[src/rtl/cpu_pkg.sv]
// Shared CPU definitions: write-back source encodings, LSU state type and default widths.
package cpu_pkg;

   localparam int unsigned DEFAULT_BIT_WIDTH           = 32;
   localparam int unsigned DEFAULT_REG_INDEX_BIT_WIDTH = 4;

   localparam logic [1:0] DST_MUX_ALU  = 2'b00;
   localparam logic [1:0] DST_MUX_MEM  = 2'b01;
   localparam logic [1:0] DST_MUX_LINK = 2'b10;

   typedef enum logic [1:0] {
      IDLE      = 2'd0,
      WAIT_GNT  = 2'd1,
      WAIT_DATA = 2'd2
   } lsu_state_t;

endpackage

[src/rtl/lsu_fsm.sv]
// Data-memory handshake sequencer: tracks the outstanding access and produces
// the request strobe and the pipeline stall.
module lsu_fsm
   import cpu_pkg::*;
(
   input  logic clk,
   input  logic reset,
   input  logic load_i,
   input  logic store_i,
   input  logic gnt_i,
   input  logic rvalid_i,
   output logic stall_o,
   output logic req_o
);

   lsu_state_t state_q, state_d;
   logic       access;
   logic       done;

   always_comb begin
      access  = load_i | store_i;
      state_d = state_q;
      req_o   = 1'b0;
      done    = 1'b0;
      case (state_q)
         IDLE: begin
            req_o = access;
            if (access) begin
               if (gnt_i) begin
                  done = store_i;
                  if (load_i) state_d = WAIT_DATA;
               end else begin
                  state_d = WAIT_GNT;
               end
            end
         end
         WAIT_GNT: begin
            req_o = access;
            if (!access) begin
               state_d = IDLE;
            end else if (gnt_i) begin
               done    = store_i;
               state_d = load_i ? WAIT_DATA : IDLE;
            end
         end
         WAIT_DATA: begin
            // rvalid is only honoured here, so a load never completes on its grant cycle
            if (rvalid_i) begin
               done    = 1'b1;
               state_d = IDLE;
            end
         end
         default: state_d = IDLE;
      endcase
      stall_o = access & ~done;
   end

   always_ff @(posedge clk or negedge reset) begin
      if (!reset) state_q <= IDLE;
      else        state_q <= state_d;
   end

endmodule

[src/rtl/mem_stage_lsu.sv]
// Memory-stage load/store unit: classifies the EXE/MEM instruction, drives the
// data-memory port and holds the MEM/WB write-back register.
module mem_stage_lsu
   import cpu_pkg::*;
#(
   parameter int unsigned BIT_WIDTH           = DEFAULT_BIT_WIDTH,
   parameter int unsigned REG_INDEX_BIT_WIDTH = DEFAULT_REG_INDEX_BIT_WIDTH
) (
   input  logic                           clk,
   input  logic                           reset,
   input  logic                           mem_wrt_en,
   input  logic                           reg_file_wrt_en,
   input  logic [1:0]                     dst_mux,
   input  logic [REG_INDEX_BIT_WIDTH-1:0] dst_ind,
   input  logic [BIT_WIDTH-1:0]           alu_res,
   input  logic [BIT_WIDTH-1:0]           src1,
   output logic                           stall,
   output logic                           dmem_req,
   output logic                           dmem_we,
   output logic [BIT_WIDTH-1:0]           dmem_addr,
   output logic [BIT_WIDTH-1:0]           dmem_wdata,
   input  logic                           dmem_gnt,
   input  logic                           dmem_rvalid,
   input  logic [BIT_WIDTH-1:0]           dmem_rdata,
   output logic                           wb_en,
   output logic [REG_INDEX_BIT_WIDTH-1:0] wb_ind,
   output logic [BIT_WIDTH-1:0]           wb_data
);

   logic                           is_store;
   logic                           is_load;
   logic [BIT_WIDTH-1:0]           wb_sel;
   logic                           wb_en_q,   wb_en_d;
   logic [REG_INDEX_BIT_WIDTH-1:0] wb_ind_q,  wb_ind_d;
   logic [BIT_WIDTH-1:0]           wb_data_q, wb_data_d;

   // A store wins over a simultaneous load encoding
   assign is_store = mem_wrt_en;
   assign is_load  = reg_file_wrt_en & (dst_mux == DST_MUX_MEM) & ~mem_wrt_en;

   lsu_fsm u_fsm (
      .clk      (clk),
      .reset    (reset),
      .load_i   (is_load),
      .store_i  (is_store),
      .gnt_i    (dmem_gnt),
      .rvalid_i (dmem_rvalid),
      .stall_o  (stall),
      .req_o    (dmem_req)
   );

   assign dmem_we    = is_store;
   assign dmem_addr  = alu_res;
   assign dmem_wdata = src1;

   always_comb begin
      wb_sel = alu_res;
      case (dst_mux)
         DST_MUX_MEM: if (is_load) wb_sel = dmem_rdata;
         default:     wb_sel = alu_res;
      endcase
   end

   always_comb begin
      wb_en_d   = 1'b0;
      wb_ind_d  = wb_ind_q;
      wb_data_d = wb_data_q;
      if (!stall) begin
         wb_en_d   = reg_file_wrt_en & ~mem_wrt_en;
         wb_ind_d  = dst_ind;
         wb_data_d = wb_sel;
      end
   end

   always_ff @(posedge clk or negedge reset) begin
      if (!reset) begin
         wb_en_q   <= 1'b0;
         wb_ind_q  <= '0;
         wb_data_q <= '0;
      end else begin
         wb_en_q   <= wb_en_d;
         wb_ind_q  <= wb_ind_d;
         wb_data_q <= wb_data_d;
      end
   end

   assign wb_en   = wb_en_q;
   assign wb_ind  = wb_ind_q;
   assign wb_data = wb_data_q;

endmodule
[config.mk]
export PLATFORM = sky130hd
export DESIGN_NAME = mem_stage_lsu
export DESIGN_NICKNAME = d
export VERILOG_FILES = /design/src/rtl/cpu_pkg.sv /design/src/rtl/lsu_fsm.sv /design/src/rtl/mem_stage_lsu.sv
export SDC_FILE = /design/constraint.sdc
export NUM_CORES = 1
export LEC_CHECK = 0
export CORE_ASPECT_RATIO = 0.9
export CORE_MARGIN = 3
export CORE_UTILIZATION = 31
export DETAILED_ROUTE_END_ITERATION = 10
export HOLD_SLACK_MARGIN = 0.06
export PLACE_DENSITY = 0.81
export SKIP_CTS_REPAIR_TIMING = 1
export SYNTH_ARGS = -nofsm -noshare
export SYNTH_HDL_FRONTEND = slang
export SYNTH_HIERARCHICAL = 1
export SYNTH_SLANG_ARGS = --single-unit
[constraint.sdc]
create_clock -name clk -period 2.5 [get_ports clk]
set_clock_uncertainty 0.2 [all_clocks]
set_input_delay 0.75 -clock clk [delete_from_list [all_inputs] [get_ports clk]]
set_output_delay 0.75 -clock clk [all_outputs]
set_load 0.02 [all_outputs]
==> results of run 1 <==
==> synthesized netlist by cell type, drive strengths merged <==
| cell | number |
|---|---|
| clkbuf | 6 |
| inv | 1 |
| a311oi | 1 |
| nand3b | 1 |
| o21ai | 32 |
| mux2 | 4 |
| dfrtp | 39 |
| nand2 | 32 |
| mux2i | 32 |
| nor2 | 2 |
| buf | 71 |
| nor3 | 1 |
| and3b | 1 |
| and4bb | 1 |
| o31ai | 1 |
| nor3b | 1 |
==> metrics by stage <==
stage	TNS [ns]	hold WS, ns	area, µm²
2_1_floorplan	-3.85	0.235	2340
3_3_place_gp	-24.60	0.254	3410
6_report	-0.312	0.240	3610
5_1_grt	-0.483	0.266	3610
3_5_place_dp	-25.76	0.265	3410
4_1_cts	-14.53	0.257	3510
==> cell families (layout without fill, tap and decap cells) <==
logic type / Yosys count / after routing / synth area share
buf+inv: 78 / 169 / 0.260
simple gates: 39 / 39 / 0.0736
compound gates: 34 / 34 / 0.0817
mux: 36 / 36 / 0.159
flops: 39 / 39 / 0.425
==> cells in the final DEF, fill, tap and decap left out, drive strengths merged, types with 2 or more instances in the layout <==
master,netlist,routed
mux2,4,4
mux2i,32,32
clkbuf,6,10
dlymetal6s2s,0,34
buf,71,17
dfrtp,39,39
clkdlybuf4s50,0,107
o21ai,32,32
nand2,32,32
nor2,2,2
==> cell type report <==
| type | instances | area [µm²] | area share |
|---|---|---|---|
| flip-flops and latches | 39 | 976 | 0.270 |
| clock buffers | 8 | 100 | 0.0277 |
| multi-input cells | 109 | 763 | 0.211 |
| repair buffers | 160 | 1650 | 0.458 |
| well taps | 93 | 116 | 0.0322 |
| inverters | 1 | 3.75 | 0.00104 |
==> worst max-delay path by stage <==
| stage | end | cells past startpoint |
|---|---|---|
| floorplan | wb_ind[0]$_DFFE_PN0N_ | 8 |
| global placement | stall | 5 |
| detailed placement | stall | 5 |
| CTS | stall | 5 |
| global route | stall | 4 |
| finish | stall | 4 |
==> worst max-delay path, delay by kind of cell <==
kind | cells | cell delay, ns
compound gates | 1 | 0.28
buf+inv | 2 | 0.59
simple gates | 1 | 0.22
==> where the power goes <==
| group | switching [W] | internal [W] |
|---|---|---|
| Sequential | 0.0000402 | 0.000707 |
| Combinational | 0.000293 | 0.000344 |
| Clock | 0.000202 | 0.000252 |
| Total | 0.000535 | 0.00130 |
==> layer usage <==
metal,routed length (µm),vias up,share of wire,global-route usage
met1,2160,854,0.38,0.145
met3,453,7,0.079,0.0462
met4,63,0,0.011,0.0357
li1,-,873,-,-
met2,3080,91,0.53,0.241
met5,0,-,0,0
==> state kept, by name, indices dropped and copies added (netlist names) <==
signal,count
wb_ind,4
wb_en,1
u_fsm/state_q,2
wb_data,32
==> results.json, run 1 <==
{
  "cap_viol_max_count": 0,
  "vdd_drop_max_mv": 0.237,
  "crit_type": "in -> out",
  "nFillCells": 655,
  "crit_path_start": "dmem_rvalid",
  "p_total_w": 0.00184,
  "synth_seq_area_share": 0.425,
  "crit_chain": "clkdlybuf4s50_1, and3b_1, a311oi_4, buf_6",
  "drt-total-wl_um": 5760,
  "period_share": 1.12,
  "finalSetupViolations": 2,
  "finalNonFillerCells": 410,
  "die-width_um": 96.7,
  "fp.dieArea_um2": 8480,
  "cts.sinks": 39,
  "syn_inst": 226,
  "htree_levels": 2,
  "synth.avg_cell_area_um2": 10.2,
  "area_growth_pct": 57.4,
  "drtIter0Drc": 57,
  "grt_pass1_vias": 1867,
  "antenna_found_initial": 0,
  "syn_nets": 334,
  "cp-start-kind": "input pin",
  "p_leak_nw": 1.71,
  "synthTopCellsByArea": "dfrtp_1 (43%), buf_4 (22%), mux2i_1 (14%)",
  "p_per_area_nw_per_um2": 508,
  "endpoint_kind": "output pin",
  "vias_per_cell": 4.45,
  "ys_types": 19,
  "fp-row-count": 29,
  "finalWeightedCongestion": 0.757,
  "final_nets": 424,
  "grt_max_degree": 70,
  "worstPathRequired_ns": 1.55,
  "r2r_end": "wb_ind[1]$_DFFE_PN0N_",
  "ctsLongestPathBuffers": 2,
  "grtUsageTotal": 0.131,
  "holdCritPathClass": "in -> async",
  "clk_latency_ns": 0.28,
  "dp_cells": 401,
  "tritoncts": "done",
  "worstMarginPinSlew_ns": 0.560,
  "cp_slowest_cell": "clkdlybuf4s50_1",
  "grt_pass1_wl_um": 9050,
  "drc": 0,
  "die_y_um": 87.6,
  "io_buffers": 147,
  "cts_made_buffers": 5,
  "hpwl_um": 4460,
  "critPathMaxFanout": 2,
  "violations": "negative setup slack",
  "fin_ws_ns": -0.289,
  "ys_ff_latch": 39,
  "drv_slew": 0,
  "fin_crit_ns": 2.79,
  "drt-wirelength-per-cell_um": 14.0,
  "maxSlewHeadroom": 0.626,
  "yosys_warnings": 6,
  "utilization": 0.508,
  "io_pins": 212,
  "dr.pass1.iters": 4,
  "r2r_slack_ns": 0.51,
  "max_freq_mhz": 359,
  "vias": 1825,
  "clockRootBuffer": "clkbuf_8",
  "layout-drive-gt1-share": 0.110,
  "initial_core_util": 0.323,
  "crit_arrival_ns": 1.84,
  "synth_top_cell_by_area": "dfrtp_1",
  "rsz0062_at_grt": "true",
  "slowest_delay_ns": 0.42,
  "ant_nets": 0,
  "final_hold_viol_count": 0,
  "dp_slack_ns": -0.861,
  "status": "finished with violations",
  "synth_top_cell_area_share": 0.425,
  "syn-cell-area_um2": 2300,
  "clkTransAtPathRegs_ns": 0.07,
  "timing.rr.start": "u_fsm/state_q[1]$_DFFE_PN0P_",
  "reg2regPathDepth": 4,
  "n_antenna_cell": 0,
  "core_region_area_um2": 7110,
  "gr-total-overflow": 0
}
No activity file was read; power rests on OpenSTA's default activity.
==> run 2, diff against run 1 <==
Settings changed: HOLD_SLACK_MARGIN 0.06 to not set.
==> results of run 2 <==
The final DEF is identical to that of run 1; final timing and power are the same.
==> run 3, diff against run 2 <==
Settings changed: GPL_TIMING_DRIVEN set to 0.
==> results.json, run 3 (synthesized netlist as in run 1, its figures left out) <==
{
  "grt_pass1_wl_um": 11100,
  "clockRootBuffer": "clkbuf_8",
  "cp-start-kind": "input pin",
  "status": "finished with violations",
  "max_freq_mhz": 368,
  "drt-total-wl_um": 7450,
  "maxSlewHeadroom": 0.411,
  "violations": "negative setup slack",
  "endpoint_kind": "output pin",
  "fp-row-count": 29,
  "cap_viol_max_count": 0,
  "period_share": 1.09,
  "die-width_um": 96.7,
  "gr-total-overflow": 0,
  "timing.rr.start": "u_fsm/state_q[1]$_DFFE_PN0P_",
  "crit_type": "in -> out",
  "grtUsageTotal": 0.164,
  "htree_levels": 2,
  "antenna_found_initial": 0,
  "drv_slew": 0,
  "final_common_cell": "clkdlybuf4s50_1",
  "final_cell_mix": "clkdlybuf4s50_1 (137), buf_4 (77), dfrtp_1 (39)",
  "cts.sinks": 39,
  "fin_ws_ns": -0.214,
  "grt_pass1_vias": 2221,
  "ant_nets": 0,
  "vias": 2215,
  "io_buffers": 179,
  "worstMarginPinSlew_ns": 0.884,
  "n_antenna_cell": 0,
  "finalWeightedCongestion": 0.764,
  "drt-wirelength-per-cell_um": 14.4,
  "hpwl_um": 5990,
  "r2r_slack_ns": 0.49,
  "finalNonFillerCells": 516,
  "layout-drive-gt1-share": 0.331,
  "crit_path_start": "mem_wrt_en",
  "rsz0062_at_grt": "true",
  "io_pins": 212,
  "critPathMaxFanout": 5,
  "clk_latency_ns": 0.29,
  "initial_core_util": 0.323,
  "dp_cells": 498,
  "final_hold_viol_count": 0,
  "dr.pass1.iters": 4,
  "p_per_area_nw_per_um2": 489,
  "die_y_um": 87.6,
  "vias_per_cell": 4.29,
  "core_region_area_um2": 7110,
  "largest_register_ffs": 32,
  "worstPathRequired_ns": 1.55,
  "cts_made_buffers": 5,
  "drc": 0,
  "finalSetupViolations": 2,
  "grt_max_degree": 40,
  "min_from": "u_fsm/state_q[0]$_DFFE_PN0P_",
  "nFillCells": 599,
  "reg2regPathDepth": 6,
  "clkTransAtPathRegs_ns": 0.08,
  "holdCritPathClass": "reg -> reg",
  "dp_slack_ns": -1.41,
  "fp.dieArea_um2": 8480,
  "p_leak_nw": 1.93,
  "ctsLongestPathBuffers": 2,
  "holdPathStages": 1,
  "tritoncts": "done",
  "final_nets": 530,
  "vdd_drop_max_mv": 0.315,
  "drtIter0Drc": 39,
  "crit_arrival_ns": 1.76,
  "fin_crit_ns": 2.71,
  "area_growth_pct": 86.5
}
run 3: routing by layer:
metal,part of all wire,wire length (µm),GRT usage,vias up
li1,-,-,-,1079
met1,0.38,2840,0.189,1019
met2,0.54,4000,0.298,107
met3,0.069,516,0.0510,10
met4,0.011,83,0.0434,0
met5,0,0,0,-
run 3: worst paths after layout:
path                                                 to
max in group asynchronous        wb_data[3]$_DFFE_PN0N_
min                        u_fsm/state_q[1]$_DFFE_PN0P_
min reg2reg                u_fsm/state_q[1]$_DFFE_PN0P_
max reg2reg                      wb_data[6]$_DFFE_PN0N_
min in group asynchronous       wb_data[23]$_DFFE_PN0N_
max                                               stall
run 3: layout make-up:
type / instances / area, µm² / area share
Timing Repair Buffer: 190 / 1720 / 0.401
Sequential cell: 39 / 976 / 0.228
Multi-Input combinational cell: 109 / 757 / 0.177
Buffer: 76 / 594 / 0.139
Tap cell: 93 / 116 / 0.0272
Clock buffer: 6 / 82.6 / 0.0193
Clock inverter: 2 / 35.0 / 0.00818
Inverter: 1 / 3.75 / 0.000877
run 3: critical path, stage by stage:
cell	delay, ns
buf_12	0.10
and4bb_1	0.31
buf_12	0.13
nor2_4	0.04
a311oi_4	0.27
buf_6	0.16
run 3: where the power goes:
group	leakage, nW	switching [W]	internal (W)
combinational	1.39	0.000365	0.000434
clock	0.0612	0.000225	0.000323
sequential	0.474	0.0000407	0.000706
run 3: metrics by stage:
| step | power, W | hold slack [ns] | instance area, µm² | setup TNS, ns | util |
|---|---|---|---|---|---|
| global placement | 0.00157 | 0.243 | 4250 | -64.39 | 0.597 |
| CTS | 0.00214 | 0.270 | 4360 | -36.47 | 0.613 |
| finish | 0.00209 | 0.269 | 4280 | -0.268 | 0.602 |
| global route | 0.00219 | 0.280 | 4280 | -0.386 | 0.602 |
| floorplan | 0.00114 | 0.235 | 2340 | -3.85 | - |
| detailed placement | 0.00158 | 0.259 | 4240 | -48.08 | 0.596 |
